===== src/rtl/execute_stage_if.sv =====
// rtl/execute_stage_if.sv - E-register inputs, forwarding outputs and M-register outputs of the execute stage
interface execute_stage_if;
  logic [3:0]  E_icode;
  logic [3:0]  E_ifun;
  logic [63:0] E_valA;
  logic [63:0] E_valB;
  logic [63:0] E_valC;
  logic [3:0]  E_dstE;
  logic [3:0]  E_dstM;
  logic [1:0]  E_stat;
  logic        M_bubble;
  logic [1:0]  m_stat;
  logic [1:0]  W_stat;
  logic [63:0] e_valE;
  logic [3:0]  e_dstE;
  logic        e_Cnd;
  logic [2:0]  cc;
  logic [3:0]  M_icode;
  logic [3:0]  M_dstE;
  logic [3:0]  M_dstM;
  logic [63:0] M_valE;
  logic [63:0] M_valA;
  logic        M_Cnd;
  logic [1:0]  M_stat;

  // Upstream side: drives the E register contents and pipeline control
  modport master (
    output E_icode, E_ifun, E_valA, E_valB, E_valC, E_dstE, E_dstM, E_stat,
    output M_bubble, m_stat, W_stat,
    input  e_valE, e_dstE, e_Cnd, cc,
    input  M_icode, M_dstE, M_dstM, M_valE, M_valA, M_Cnd, M_stat
  );

  // Execute stage side
  modport slave (
    input  E_icode, E_ifun, E_valA, E_valB, E_valC, E_dstE, E_dstM, E_stat,
    input  M_bubble, m_stat, W_stat,
    output e_valE, e_dstE, e_Cnd, cc,
    output M_icode, M_dstE, M_dstM, M_valE, M_valA, M_Cnd, M_stat
  );
endinterface


===== src/rtl/execute_stage.sv =====
// rtl/execute_stage.sv - Y86-64 execute stage: ALU, condition codes, branch/cmove condition, M register (optional EXECUTE_CC_GATE_EN gates CC on downstream status)
module execute_stage (
  input  logic clk,
  input  logic rst_n,
  execute_stage_if.slave bus
);

  localparam logic [3:0] INOP    = 4'h1;
  localparam logic [3:0] IRRMOVQ = 4'h2;
  localparam logic [3:0] IIRMOVQ = 4'h3;
  localparam logic [3:0] IRMMOVQ = 4'h4;
  localparam logic [3:0] IMRMOVQ = 4'h5;
  localparam logic [3:0] IOPQ    = 4'h6;
  localparam logic [3:0] IJXX    = 4'h7;
  localparam logic [3:0] ICALL   = 4'h8;
  localparam logic [3:0] IRET    = 4'h9;
  localparam logic [3:0] IPUSHQ  = 4'hA;
  localparam logic [3:0] IPOPQ   = 4'hB;
  localparam logic [3:0] RNONE   = 4'hF;
  localparam logic [1:0] SAOK    = 2'd0;

  typedef enum logic [2:0] {
    ALU_ADD  = 3'd0,
    ALU_SUB  = 3'd1,
    ALU_AND  = 3'd2,
    ALU_XOR  = 3'd3,
    ALU_ZERO = 3'd4
  } alu_op_e;

  logic [63:0] alu_a;
  logic [63:0] alu_b;
  logic [63:0] alu_out;
  alu_op_e     alu_op;
  logic        new_zf;
  logic        new_sf;
  logic        new_of;
  logic        cond;
  logic        cc_we;
  logic        zf;
  logic        sf;
  logic        of_flag;

  assign zf      = bus.cc[2];
  assign sf      = bus.cc[1];
  assign of_flag = bus.cc[0];

  // Select ALU operands from the instruction class
  always_comb begin
    alu_a = 64'd0;
    alu_b = 64'd0;
    case (bus.E_icode)
      IRRMOVQ, IOPQ:             alu_a = bus.E_valA;
      IIRMOVQ, IRMMOVQ, IMRMOVQ: alu_a = bus.E_valC;
      ICALL, IPUSHQ:             alu_a = -64'sd8;
      IRET, IPOPQ:               alu_a = 64'd8;
      default:                   alu_a = 64'd0;
    endcase
    case (bus.E_icode)
      IRMMOVQ, IMRMOVQ, IOPQ, ICALL, IRET, IPUSHQ, IPOPQ: alu_b = bus.E_valB;
      default:                                           alu_b = 64'd0;
    endcase
  end

  // Only OPq uses ifun as the ALU function; undefined OPq functions produce zero
  always_comb begin
    alu_op = ALU_ADD;
    if (bus.E_icode == IOPQ) begin
      case (bus.E_ifun)
        4'd0:    alu_op = ALU_ADD;
        4'd1:    alu_op = ALU_SUB;
        4'd2:    alu_op = ALU_AND;
        4'd3:    alu_op = ALU_XOR;
        default: alu_op = ALU_ZERO;
      endcase
    end
  end

  // ALU datapath and the flags it would write; subtraction is aluB - aluA
  always_comb begin
    alu_out = 64'd0;
    new_of  = 1'b0;
    case (alu_op)
      ALU_ADD: begin
        alu_out = alu_b + alu_a;
        new_of  = (alu_a[63] == alu_b[63]) && (alu_out[63] != alu_a[63]);
      end
      ALU_SUB: begin
        alu_out = alu_b - alu_a;
        new_of  = (alu_a[63] != alu_b[63]) && (alu_out[63] != alu_b[63]);
      end
      ALU_AND: alu_out = alu_b & alu_a;
      ALU_XOR: alu_out = alu_b ^ alu_a;
      default: alu_out = 64'd0;
    endcase
    new_zf = (alu_out == 64'd0);
    new_sf = alu_out[63];
  end

  // Branch / conditional-move condition from the currently held flags
  always_comb begin
    cond = 1'b1;
    if (bus.E_icode == IRRMOVQ || bus.E_icode == IJXX) begin
      case (bus.E_ifun)
        4'd0:    cond = 1'b1;
        4'd1:    cond = (sf ^ of_flag) | zf;
        4'd2:    cond = sf ^ of_flag;
        4'd3:    cond = zf;
        4'd4:    cond = !zf;
        4'd5:    cond = !(sf ^ of_flag);
        4'd6:    cond = !(sf ^ of_flag) && !zf;
        default: cond = 1'b0;
      endcase
    end
  end

  // Flags only follow OPq from a healthy instruction; with the gate enabled a
  // faulting instruction further down the pipe also freezes them
`ifdef EXECUTE_CC_GATE_EN
  assign cc_we = (bus.E_icode == IOPQ) && (bus.E_stat == SAOK) &&
                 (bus.m_stat == SAOK) && (bus.W_stat == SAOK);
`else
  logic unused_stat;
  assign unused_stat = ^{bus.m_stat, bus.W_stat};
  assign cc_we = (bus.E_icode == IOPQ) && (bus.E_stat == SAOK);
`endif

  assign bus.e_valE = alu_out;
  assign bus.e_Cnd  = cond;
  // A not-taken cmove must not write its destination
  assign bus.e_dstE = (bus.E_icode == IRRMOVQ && !cond) ? RNONE : bus.E_dstE;

  // Condition-code register and M pipeline register; bubble still lets CC update
  always_ff @(posedge clk or negedge rst_n) begin
    if (!rst_n) begin
      bus.cc      <= 3'b100;
      bus.M_icode <= INOP;
      bus.M_Cnd   <= 1'b0;
      bus.M_valE  <= 64'd0;
      bus.M_valA  <= 64'd0;
      bus.M_dstE  <= RNONE;
      bus.M_dstM  <= RNONE;
      bus.M_stat  <= SAOK;
    end else begin
      if (cc_we) begin
        bus.cc <= {new_zf, new_sf, new_of};
      end
      if (bus.M_bubble) begin
        bus.M_icode <= INOP;
        bus.M_Cnd   <= 1'b0;
        bus.M_valE  <= 64'd0;
        bus.M_valA  <= 64'd0;
        bus.M_dstE  <= RNONE;
        bus.M_dstM  <= RNONE;
        bus.M_stat  <= SAOK;
      end else begin
        bus.M_icode <= bus.E_icode;
        bus.M_Cnd   <= cond;
        bus.M_valE  <= alu_out;
        bus.M_valA  <= bus.E_valA;
        bus.M_dstE  <= bus.e_dstE;
        bus.M_dstM  <= bus.E_dstM;
        bus.M_stat  <= bus.E_stat;
      end
    end
  end

endmodule


===== src/flat_wrapper.sv =====
// flat-port wrapper written by rule: the top's interface ports become plain ports
module execute_stage_flat 
  (clk, rst_n, bus_E_icode, bus_E_ifun, bus_E_valA, bus_E_valB, bus_E_valC, bus_E_dstE, bus_E_dstM, bus_E_stat, bus_M_bubble, bus_m_stat, bus_W_stat, bus_e_valE, bus_e_dstE, bus_e_Cnd, bus_cc, bus_M_icode, bus_M_dstE, bus_M_dstM, bus_M_valE, bus_M_valA, bus_M_Cnd, bus_M_stat);
  execute_stage_if bus_i ();
  input  logic clk;
  input  logic rst_n;
  input wire logic [$bits(bus_i.E_icode)-1:0] bus_E_icode;
  input wire logic [$bits(bus_i.E_ifun)-1:0] bus_E_ifun;
  input wire logic [$bits(bus_i.E_valA)-1:0] bus_E_valA;
  input wire logic [$bits(bus_i.E_valB)-1:0] bus_E_valB;
  input wire logic [$bits(bus_i.E_valC)-1:0] bus_E_valC;
  input wire logic [$bits(bus_i.E_dstE)-1:0] bus_E_dstE;
  input wire logic [$bits(bus_i.E_dstM)-1:0] bus_E_dstM;
  input wire logic [$bits(bus_i.E_stat)-1:0] bus_E_stat;
  input wire logic [$bits(bus_i.M_bubble)-1:0] bus_M_bubble;
  input wire logic [$bits(bus_i.m_stat)-1:0] bus_m_stat;
  input wire logic [$bits(bus_i.W_stat)-1:0] bus_W_stat;
  output wire logic [$bits(bus_i.e_valE)-1:0] bus_e_valE;
  output wire logic [$bits(bus_i.e_dstE)-1:0] bus_e_dstE;
  output wire logic [$bits(bus_i.e_Cnd)-1:0] bus_e_Cnd;
  output wire logic [$bits(bus_i.cc)-1:0] bus_cc;
  output wire logic [$bits(bus_i.M_icode)-1:0] bus_M_icode;
  output wire logic [$bits(bus_i.M_dstE)-1:0] bus_M_dstE;
  output wire logic [$bits(bus_i.M_dstM)-1:0] bus_M_dstM;
  output wire logic [$bits(bus_i.M_valE)-1:0] bus_M_valE;
  output wire logic [$bits(bus_i.M_valA)-1:0] bus_M_valA;
  output wire logic [$bits(bus_i.M_Cnd)-1:0] bus_M_Cnd;
  output wire logic [$bits(bus_i.M_stat)-1:0] bus_M_stat;
  assign bus_i.E_icode = bus_E_icode;
  assign bus_i.E_ifun = bus_E_ifun;
  assign bus_i.E_valA = bus_E_valA;
  assign bus_i.E_valB = bus_E_valB;
  assign bus_i.E_valC = bus_E_valC;
  assign bus_i.E_dstE = bus_E_dstE;
  assign bus_i.E_dstM = bus_E_dstM;
  assign bus_i.E_stat = bus_E_stat;
  assign bus_i.M_bubble = bus_M_bubble;
  assign bus_i.m_stat = bus_m_stat;
  assign bus_i.W_stat = bus_W_stat;
  assign bus_e_valE = bus_i.e_valE;
  assign bus_e_dstE = bus_i.e_dstE;
  assign bus_e_Cnd = bus_i.e_Cnd;
  assign bus_cc = bus_i.cc;
  assign bus_M_icode = bus_i.M_icode;
  assign bus_M_dstE = bus_i.M_dstE;
  assign bus_M_dstM = bus_i.M_dstM;
  assign bus_M_valE = bus_i.M_valE;
  assign bus_M_valA = bus_i.M_valA;
  assign bus_M_Cnd = bus_i.M_Cnd;
  assign bus_M_stat = bus_i.M_stat;
  execute_stage u_core (.clk(clk), .rst_n(rst_n), .bus(bus_i));
endmodule

===== config.mk =====
export PLATFORM = sky130hd
export DESIGN_NAME = execute_stage_flat
export DESIGN_NICKNAME = d
export VERILOG_FILES = /design/src/rtl/execute_stage_if.sv /design/src/rtl/execute_stage.sv /design/src/flat_wrapper.sv
export SDC_FILE = /design/constraint.sdc
export NUM_CORES = 1
export LEC_CHECK = 0
export ABC_AREA = 1
export ABC_CLOCK_PERIOD_IN_PS = 5550
export CAP_MARGIN = 20
export CORE_ASPECT_RATIO = 1.4
export CORE_MARGIN = 3
export CORE_UTILIZATION = 40
export CTS_CLUSTER_DIAMETER = 200
export DETAILED_ROUTE_END_ITERATION = 16
export HOLD_SLACK_MARGIN = 0.06
export MAX_ROUTING_LAYER = met4
export PLACE_DENSITY = 0.74
export SETUP_SLACK_MARGIN = 0.2
export SLEW_MARGIN = 40
export SYNTH_ARGS = -nofsm -noshare
export SYNTH_HDL_FRONTEND = slang
export SYNTH_SLANG_ARGS = --single-unit

===== constraint.sdc =====
create_clock -name clk -period 5.55 [get_ports clk]
set_input_delay 0.8325 -clock clk [delete_from_list [all_inputs] [get_ports clk]]
set_output_delay 0.8325 -clock clk [all_outputs]
set_load 0.05 [all_outputs]

==> results of run 1 <==
==> layout make-up <==
cell class	instances	area share
Sequential cell	146	0.1110
Inverter	854	0.09717
Multi-Input combinational cell	2492	0.4394
Timing Repair Buffer	1086	0.3096
Clock inverter	12	0.005152
Tap cell	637	0.02413
Antenna cell	2	0.0001515
Clock buffer	19	0.01341
==> worst reg2reg max path: stages, from the launching register on <==
cell     delay (ps)
dfrtp_1         410
xnor2_1         280
a21oi_1         110
a21oi_1         130
a211o_1         170
nand4_1         320
nand3_1         260
==> synthesized netlist by cell type, types with 9 or more instances <==
cell,number
nand3_2,16
inv_2,21
nor2_2,44
ha_1,135
nand2_1,1050
dfrtp_1,136
nand3b_1,17
nand2_2,21
nor2_4,9
nand3_1,303
nor2_1,421
buf_6,18
and2_1,9
clkbuf_1,43
a21oi_1,133
buf_4,23
buf_2,27
o22ai_1,53
nand4_1,42
a221oi_1,60
nor3_1,21
dfstp_2,10
o21ai_0,69
o21bai_1,16
inv_1,830
==> layout by cell type, fill, tap and decap left out, types with 83 or more instances in the layout <==
cell and n:
nor2_1 352, dfrtp_1 136, nor2_2 85, inv_1 815
a21oi_1 98, clkdlybuf4s50_1 357, buf_4 624, nand2_2 83
nand3_1 274, nand2_1 986
==> kinds of logic (layout without fill, tap and decap cells) <==
| group | after synthesis | count (layout) | synth area share |
|---|---|---|---|
| fa+ha+maj | 137 | 137 | 0.08592 |
| flops | 146 | 146 | 0.1822 |
| other cells | 0 | 2 | 0 |
| simple gates | 1978 | 1978 | 0.4214 |
| xor+xnor | 8 | 8 | 0.003482 |
| compound gates | 369 | 369 | 0.1134 |
| buf+inv | 970 | 1971 | 0.1936 |
==> repair_timing <==
action	in CTS	in global routing
gates cloned	1	6
setup endpoints to repair	48	50
gates resized for setup	187	268
setup buffers	13	21
pin swaps	14	55
==> power breakdown <==
part	internal [µW]	total, µW	switching (µW)
clock	730	1310	585
combinational	1910	4740	2830
sequential	1150	1170	25.6
==> layer usage <==
layer	part of all wire	track usage	vias to the layer above
li1	-	-	13070
met1	0.34	0.4053	12630
met2	0.49	0.7284	1254
met3	0.054	0.04556	571
met4	0.12	0.3619	0
met5	0	-	-
==> stage by stage <==
step	std cells	hold WS [ps]	total power (µW)	utilization
floorplan	3608	536.9	3306	-
global placement	5174	484.0	5431	0.6073
detailed placement	5174	494.7	5459	0.6073
CTS	5219	371.6	6900	0.6380
global route	5247	391.3	7513	0.6690
finish	5248	329.7	7229	0.6690
==> flip-flops by register name, summed over array words and instances (netlist names) <==
name	count
u_core.bus.M_Cnd	1
u_core.bus.M_dstE	4
u_core.bus.M_dstM	4
u_core.bus.M_icode	4
u_core.bus.M_stat	2
u_core.bus.M_valA	64
u_core.bus.M_valE	64
u_core.bus.cc	3
==> final timing paths <==
kind                                        from                    end  cells after the start
worst min register to register  u_core.bus.cc[2]       u_core.bus.cc[2]                      2
min in group clk                u_core.bus.cc[2]       u_core.bus.cc[2]                      2
max in group asynchronous                  rst_n       u_core.bus.cc[2]                      2
worst min-delay path                       rst_n  u_core.bus.M_valA[40]                      1
worst max register to register  u_core.bus.cc[0]   u_core.bus.M_dstE[0]                      6
worst max-delay path              bus_E_icode[3]         bus_e_valE[54]                     24
==> flow_summary.ini, run 1 <==
[run_status]
run_status = complete, no violations

[worst_setup_path]
crit_chain = dlymetal6s2s_1, inv_2, buf_6, nor3_4, buf_8, buf_12, buf_16, a221oi_1, buf_4, ha_4, nand2_2, inv_1, a21oi_1, o21ai_0, buf_4, a21oi_2, nor2_1, nor2_2, nand2_1, nand2_1, nand3_1, nand3_1, buf_4, buf_12
r2r_setup_slack_ps = 3790
cp_data_arrival_time_ps = 4340
critical-path-max-stage-delay_ps = 310
critPathTopFamily = buffers and inverters
cp_data_required_time_ps = 4720
crit_buf_inv = 11
path_max_fanout = 9
path_common_cell = buf_4
criticalPathCategory = in -> out
crit_path_end_kind = output pin
slowest_stage = a221oi_1
start_kind = primary input

[floorplanning]
die_x_um = 195.6
start_util = 0.4076
fp.dieH_um = 271.4
core_mm2 = 0.04937
design.die.area_mm2 = 0.05308
rows = 96
num_io_pins = 432

[grt]
antenna_found_initial = 1
grt.overflow.total = 0
grt_pass1_vias = 26830
grt_pass1_wl_mm = 159.9
grt_usage = 0.4158
grt_max_degree = 79

[sta]
fin_crit_sh = 0.9324
relSlewSlack = 0.4068
worst_slew_pin_slew_ps = 889.8
drv_slew = 0
finalWorstSetupSlack_ps = 375.2
fmax_mhz = 193.2
tns_ps = 0
finalCriticalPeriod_ps = 5175
hold_viol = 0
fin_skew_ps = 7.981
rsz0062_at_grt = no
setup_viol = 0

[run]
max_cap_violations = 0

[clock_tree]
root_buffer = clkbuf_16
insertion_delay_ps = 470
cts_tree = yes
cts_buffers = 17
cts.sinks = 146
cts_buffer_depth = 2
cts_hold_buf = 0
h-tree-depth = 4
path_clk_slew_ps = 70

[power_and_ir_drop]
power_leakage_uw = 0.01806
p_per_area_mw_per_mm2 = 218.9
ir_drop_mv = 0.2563

[logic_synthesis]
ys_warn_count = 0
synth_edf_count = 0
synthesis.nets = 3962
yosys.area.top_type_share = 0.1958
synth_cells = 3608
syn_area_mm2 = 0.02012
async_flop_share = 1.000
synth_seq_cells = 146
avgSynthCellArea_um2 = 5.578
synth_flop_cell = dfrtp_1
synthDistinctLibCells = 54
synth_top_cell_by_area = nand2_1
synth_area_leaders = nand2_1 20%, dfrtp_1 17%, inv_1 15%, ha_1 8.4%, nor2_1 7.9%
seq_area_frac_synth = 0.1822

[placed_design]
dp_hpwl_mm = 93.69
preCtsSetupSlack_ps = -422.1
place_congestion = 1.079
portBuffers = 427
placed_cell_area_mm2 = 0.02998

[route]
ant_nets = 0
via_per_inst = 5.245
routedWlPerCell_um = 22.21
vias = 27520
drt-pass1-iter-count = 6
drc = 0
drt_iter0_drc = 2025
routed_wl_mm = 116.6

[layout]
multi_input_area_mm2 = 0.01451
syn_to_final_growth_pct = 64.13
drive_gt1_frac = 0.2658
fin_area_mm2 = 0.03303
register_area_mm2 = 0.003666
nFillCells = 4478
final_nets = 4951

[hold_path]
hold_path.class = in -> async
No activity file was read; power rests on OpenSTA's default activity.
==> inputs of run 2 (changes only) <==
- CELL_PAD_IN_SITES_DETAIL_PLACEMENT: default -> 2
- CELL_PAD_IN_SITES_GLOBAL_PLACEMENT: default -> 2
- CORE_UTILIZATION: 40 -> 26
- HOLD_SLACK_MARGIN: 0.06 -> default
- PLACE_DENSITY: 0.74 -> 0.91
==> run 2 against run 1 <==
Effect of this change: the flow now stops in global routing (5_1_grt); area after synthesis stayed put; synthesized cell count stayed put.
==> flow_summary.ini, run 2 <==
[run_status]
run_status = did not finish
haltStage = global routing (5_1_grt)
firstError = [ERROR GRT-0232] Routing congestion too high. Check the congestion heatmap in the GUI.

[logic_synthesis]
ys_top_cells_by_count = 1,050 x nand2_1, 830 x inv_1, 421 x nor2_1, 303 x nand3_1, 136 x dfrtp_1
synth_area_leaders = nand2_1 20%, dfrtp_1 17%, inv_1 15%, ha_1 8.4%, nor2_1 7.9%
yosys.area.top_type_share = 0.1958
avgSynthCellArea_um2 = 5.578
synth_most_common_cell = nand2_1
async_flop_share = 1.000
seq_area_frac_synth = 0.1822
synth_seq_cells = 146
synth_edf_count = 0
synth_top_cell_by_area = nand2_1
synthDistinctLibCells = 54
synthesis.nets = 3962
ys_warn_count = 0
syn_area_mm2 = 0.02012
synth_cells = 3608
synth_flop_cell = dfrtp_1

[clock_tree]
cts_buffer_depth = 2
cts.sinks = 146
h-tree-depth = 4
root_buffer = clkbuf_16
cts_buffers = 17
cts_hold_buf = 0

[grt]
grt.overflow.total = 829
grt_usage = 0.7915
grt_max_degree = 88

[placed_design]
place_congestion = 1.021
dp_hpwl_mm = 138.0
portBuffers = 427
placed_cell_area_mm2 = 0.03218

[floorplanning]
num_io_pins = 432
fp.dieH_um = 335.2
start_util = 0.2628
die_x_um = 241.1
rows = 120

[sta]
crit_endpoint = bus_e_valE[43]
worst-ep-kind = top-level output
==> run 2: cells by family after synthesis <==
group,count (synthesis),share of synthesized area
compound gates,369,0.1134
flops,146,0.1822
buf+inv,970,0.1936
fa+ha+maj,137,0.08592
xor+xnor,8,0.003482
simple gates,1978,0.4214
==> run 2: layer usage <==
metal	GRT overflow	track usage
met3	10	0.5792
met2	564	0.9667
met1	4	0.7647
met5	-	-
met4	251	0.8220
==> run 2: through the flow <==
| stage | worst slack [ps] | hold WS, ps | setup TNS, ps | utilization | instances |
|---|---|---|---|---|---|
| after global placement | -332.6 | 498.8 | -6619 | 0.4203 | 5759 |
| after CTS | 173.4 | 273.4 | 0 | 0.4664 | 5844 |
| after detailed placement | -722.0 | 561.5 | -24880 | 0.4203 | 5759 |
| after floorplan | 643.4 | 536.9 | 0 | - | 3608 |
==> run 2: what timing repair did <==
item,4_1_cts
hold endpoints to repair,0
gates cloned,7
buffers inserted,46
pin swaps,66
resized for setup,546
setup endpoints to repair,59
==> inputs of run 3 (changes only) <==
- CELL_PAD_IN_SITES_DETAIL_PLACEMENT: 2 -> default
- CELL_PAD_IN_SITES_GLOBAL_PLACEMENT: 2 -> default
- CORE_ASPECT_RATIO: 1.4 -> default
- CORE_UTILIZATION: 26 -> 25
- CTS_CLUSTER_DIAMETER: 200 -> default
- MAX_ROUTING_LAYER: met4 -> default
- PLACE_DENSITY: 0.91 -> default
- PLACE_DENSITY_LB_ADDON: default -> 0.15
- SETUP_SLACK_MARGIN: 0.2 -> default
==> run 3 against run 2 <==
Effect of this change: the flow now finishes without violations.
==> flow_summary.ini, run 3 (synthesis results as in run 1) <==
[floorplanning]
num_io_pins = 432
core_mm2 = 0.07939
rows = 103
die_x_um = 289.7
fp.dieH_um = 289.7
start_util = 0.2535
design.die.area_mm2 = 0.08394

[route]
ant_nets = 0
route.met3.wl_mm = 7.329
drt-pass1-iter-count = 6
via_per_inst = 4.599
routed_wl_mm = 110.3
drt_iter0_drc = 2135
met2_length_mm = 49.19
drc = 0
vias = 26360
top_layer_used = met4
wl_met1_mm = 51.48
routedWlPerCell_um = 19.25

[worst_setup_path]
reg2reg_depth = 6
cp_data_required_time_ps = 4720
path_max_fanout = 16
start_kind = primary input
cp_data_arrival_time_ps = 4570
crit_path_end_kind = output pin
criticalPathCategory = in -> out

[clock_tree]
h-tree-depth = 4
insertion_delay_ps = 520
root_buffer = clkbuf_16
path_clk_slew_ps = 110
cts_buffers = 17
cts_tree = yes
cts_buffer_depth = 2
cts.sinks = 146
cts_hold_buf = 0

[sta]
fin_skew_ps = 13.18
setup_viol = 0
finalWorstSetupSlack_ps = 142.9
relSlewSlack = 0.4096
drv_slew = 0
tns_ps = 0
finalCriticalPeriod_ps = 5407
hold_viol = 0
fin_crit_sh = 0.9742
rsz0062_at_grt = yes
fmax_mhz = 184.9
worst_slew_pin_slew_ps = 882.3

[layout]
reg_top3 = u_core.bus.M_valA x64, u_core.bus.M_valE x64
syn_to_final_growth_pct = 61.46
mostFrequentLayoutCells = 1,031 x nand2_1, 829 x inv_1, 711 x buf_4, 399 x nor2_1, 357 x clkdlybuf4s50_1
final_common_cell = nand2_1
final_nets = 5021
drive_gt1_frac = 0.2308

[grt]
grt_max_degree = 81
grt.overflow.total = 0
grt_usage = 0.2559
grt_pass1_wl_mm = 157.5
antenna_found_initial = 2
grt_pass1_vias = 24730

[placed_design]
preCtsSetupSlack_ps = -275.9
dp_hpwl_mm = 94.34
portBuffers = 427
place_congestion = 0.9761

[power_and_ir_drop]
power_leakage_uw = 0.01817
ir_drop_mv = 0.2675
p_per_area_mw_per_mm2 = 215.0

[hold_path]
hold_path.class = in -> async

[run_status]
run_status = complete, no violations

[run]
max_cap_violations = 0
## run 3: path summary, 6_finish.rpt
check / from / endpoint / slack, ps
setup / recovery: bus_E_icode[3] / bus_e_valE[60] / 140
hold / removal: rst_n / u_core.bus.M_valE[39] / 300
setup reg to reg: u_core.bus.cc[0] / u_core.bus.M_dstE[0] / 3710
hold reg to reg: u_core.bus.cc[2] / u_core.bus.cc[2] / 520
max in group asynchronous: rst_n / u_core.bus.M_valA[9] / 4260
min in group clk: u_core.bus.cc[2] / u_core.bus.cc[2] / 520
## run 3: through the flow
stage	area (µm²)	util	hold slack, ps	cells	total power (µW)
after floorplan	20120	-	536.9	3608	3306
after global placement	31290	0.3941	505.1	5690	5593
after detailed placement	31290	0.3941	507.8	5690	5599
after CTS	32160	0.4051	303.6	5726	6960
after global routing	32490	0.4093	353.4	5730	7377
final	32490	0.4093	295.5	5731	6986
## run 3: cell type report
cell class	instances	area [µm²]
Clock buffer	17	425.4
Inverter	854	3209
Antenna cell	1	2.502
Timing Repair Buffer	1156	10620
Clock inverter	15	181.4
Multi-Input combinational cell	2492	13070
Sequential cell	146	3666
Fill cell	8765	46890
Tap cell	1050	1314
## run 3: per-layer routing
| layer | global-route usage | up-vias |
|---|---|---|
| met5 | 0 | - |
| met4 | 0.06131 | 0 |
| met3 | 0.03961 | 84 |
| met2 | 0.4107 | 873 |
| met1 | 0.3584 | 12230 |
| li1 | - | 13170 |
## run 3: what timing repair did
item                                    4_1_cts  5_1_grt
endpoints found under the setup margin       34       48
pin swaps                                     1        6
buffers inserted                              3        4
cloned                                        1        0
hold endpoints to repair                      0        0
resized for setup                            45       84
## run 3: worst max-delay path, cell delays in order
cell           delay, ps
dlygate4sd2_1        270
inv_2                130
nand2_2               90
o22ai_4              210
buf_12               160
buf_12               180
buf_12               170
a221oi_2              70
buf_4                140
ha_1                 380
buf_12               180
nor2_2                90
inv_1                 70
nor2_1               180
nand2_1              120
nor2_1               150
nand2_1               90
nand3_1              160
nand3b_1             200
nand2_1              110
nand2_1               50
nand3_1               70
nand3_1               80
buf_4                180
buf_12               150
## run 3: power by group
part	switching, µW	total [µW]	internal [µW]	leakage (µW)
Sequential	26.6	1170	1150	0.00188
Clock	683	1290	609	0.000296
Combinational	2670	4520	1850	0.0160
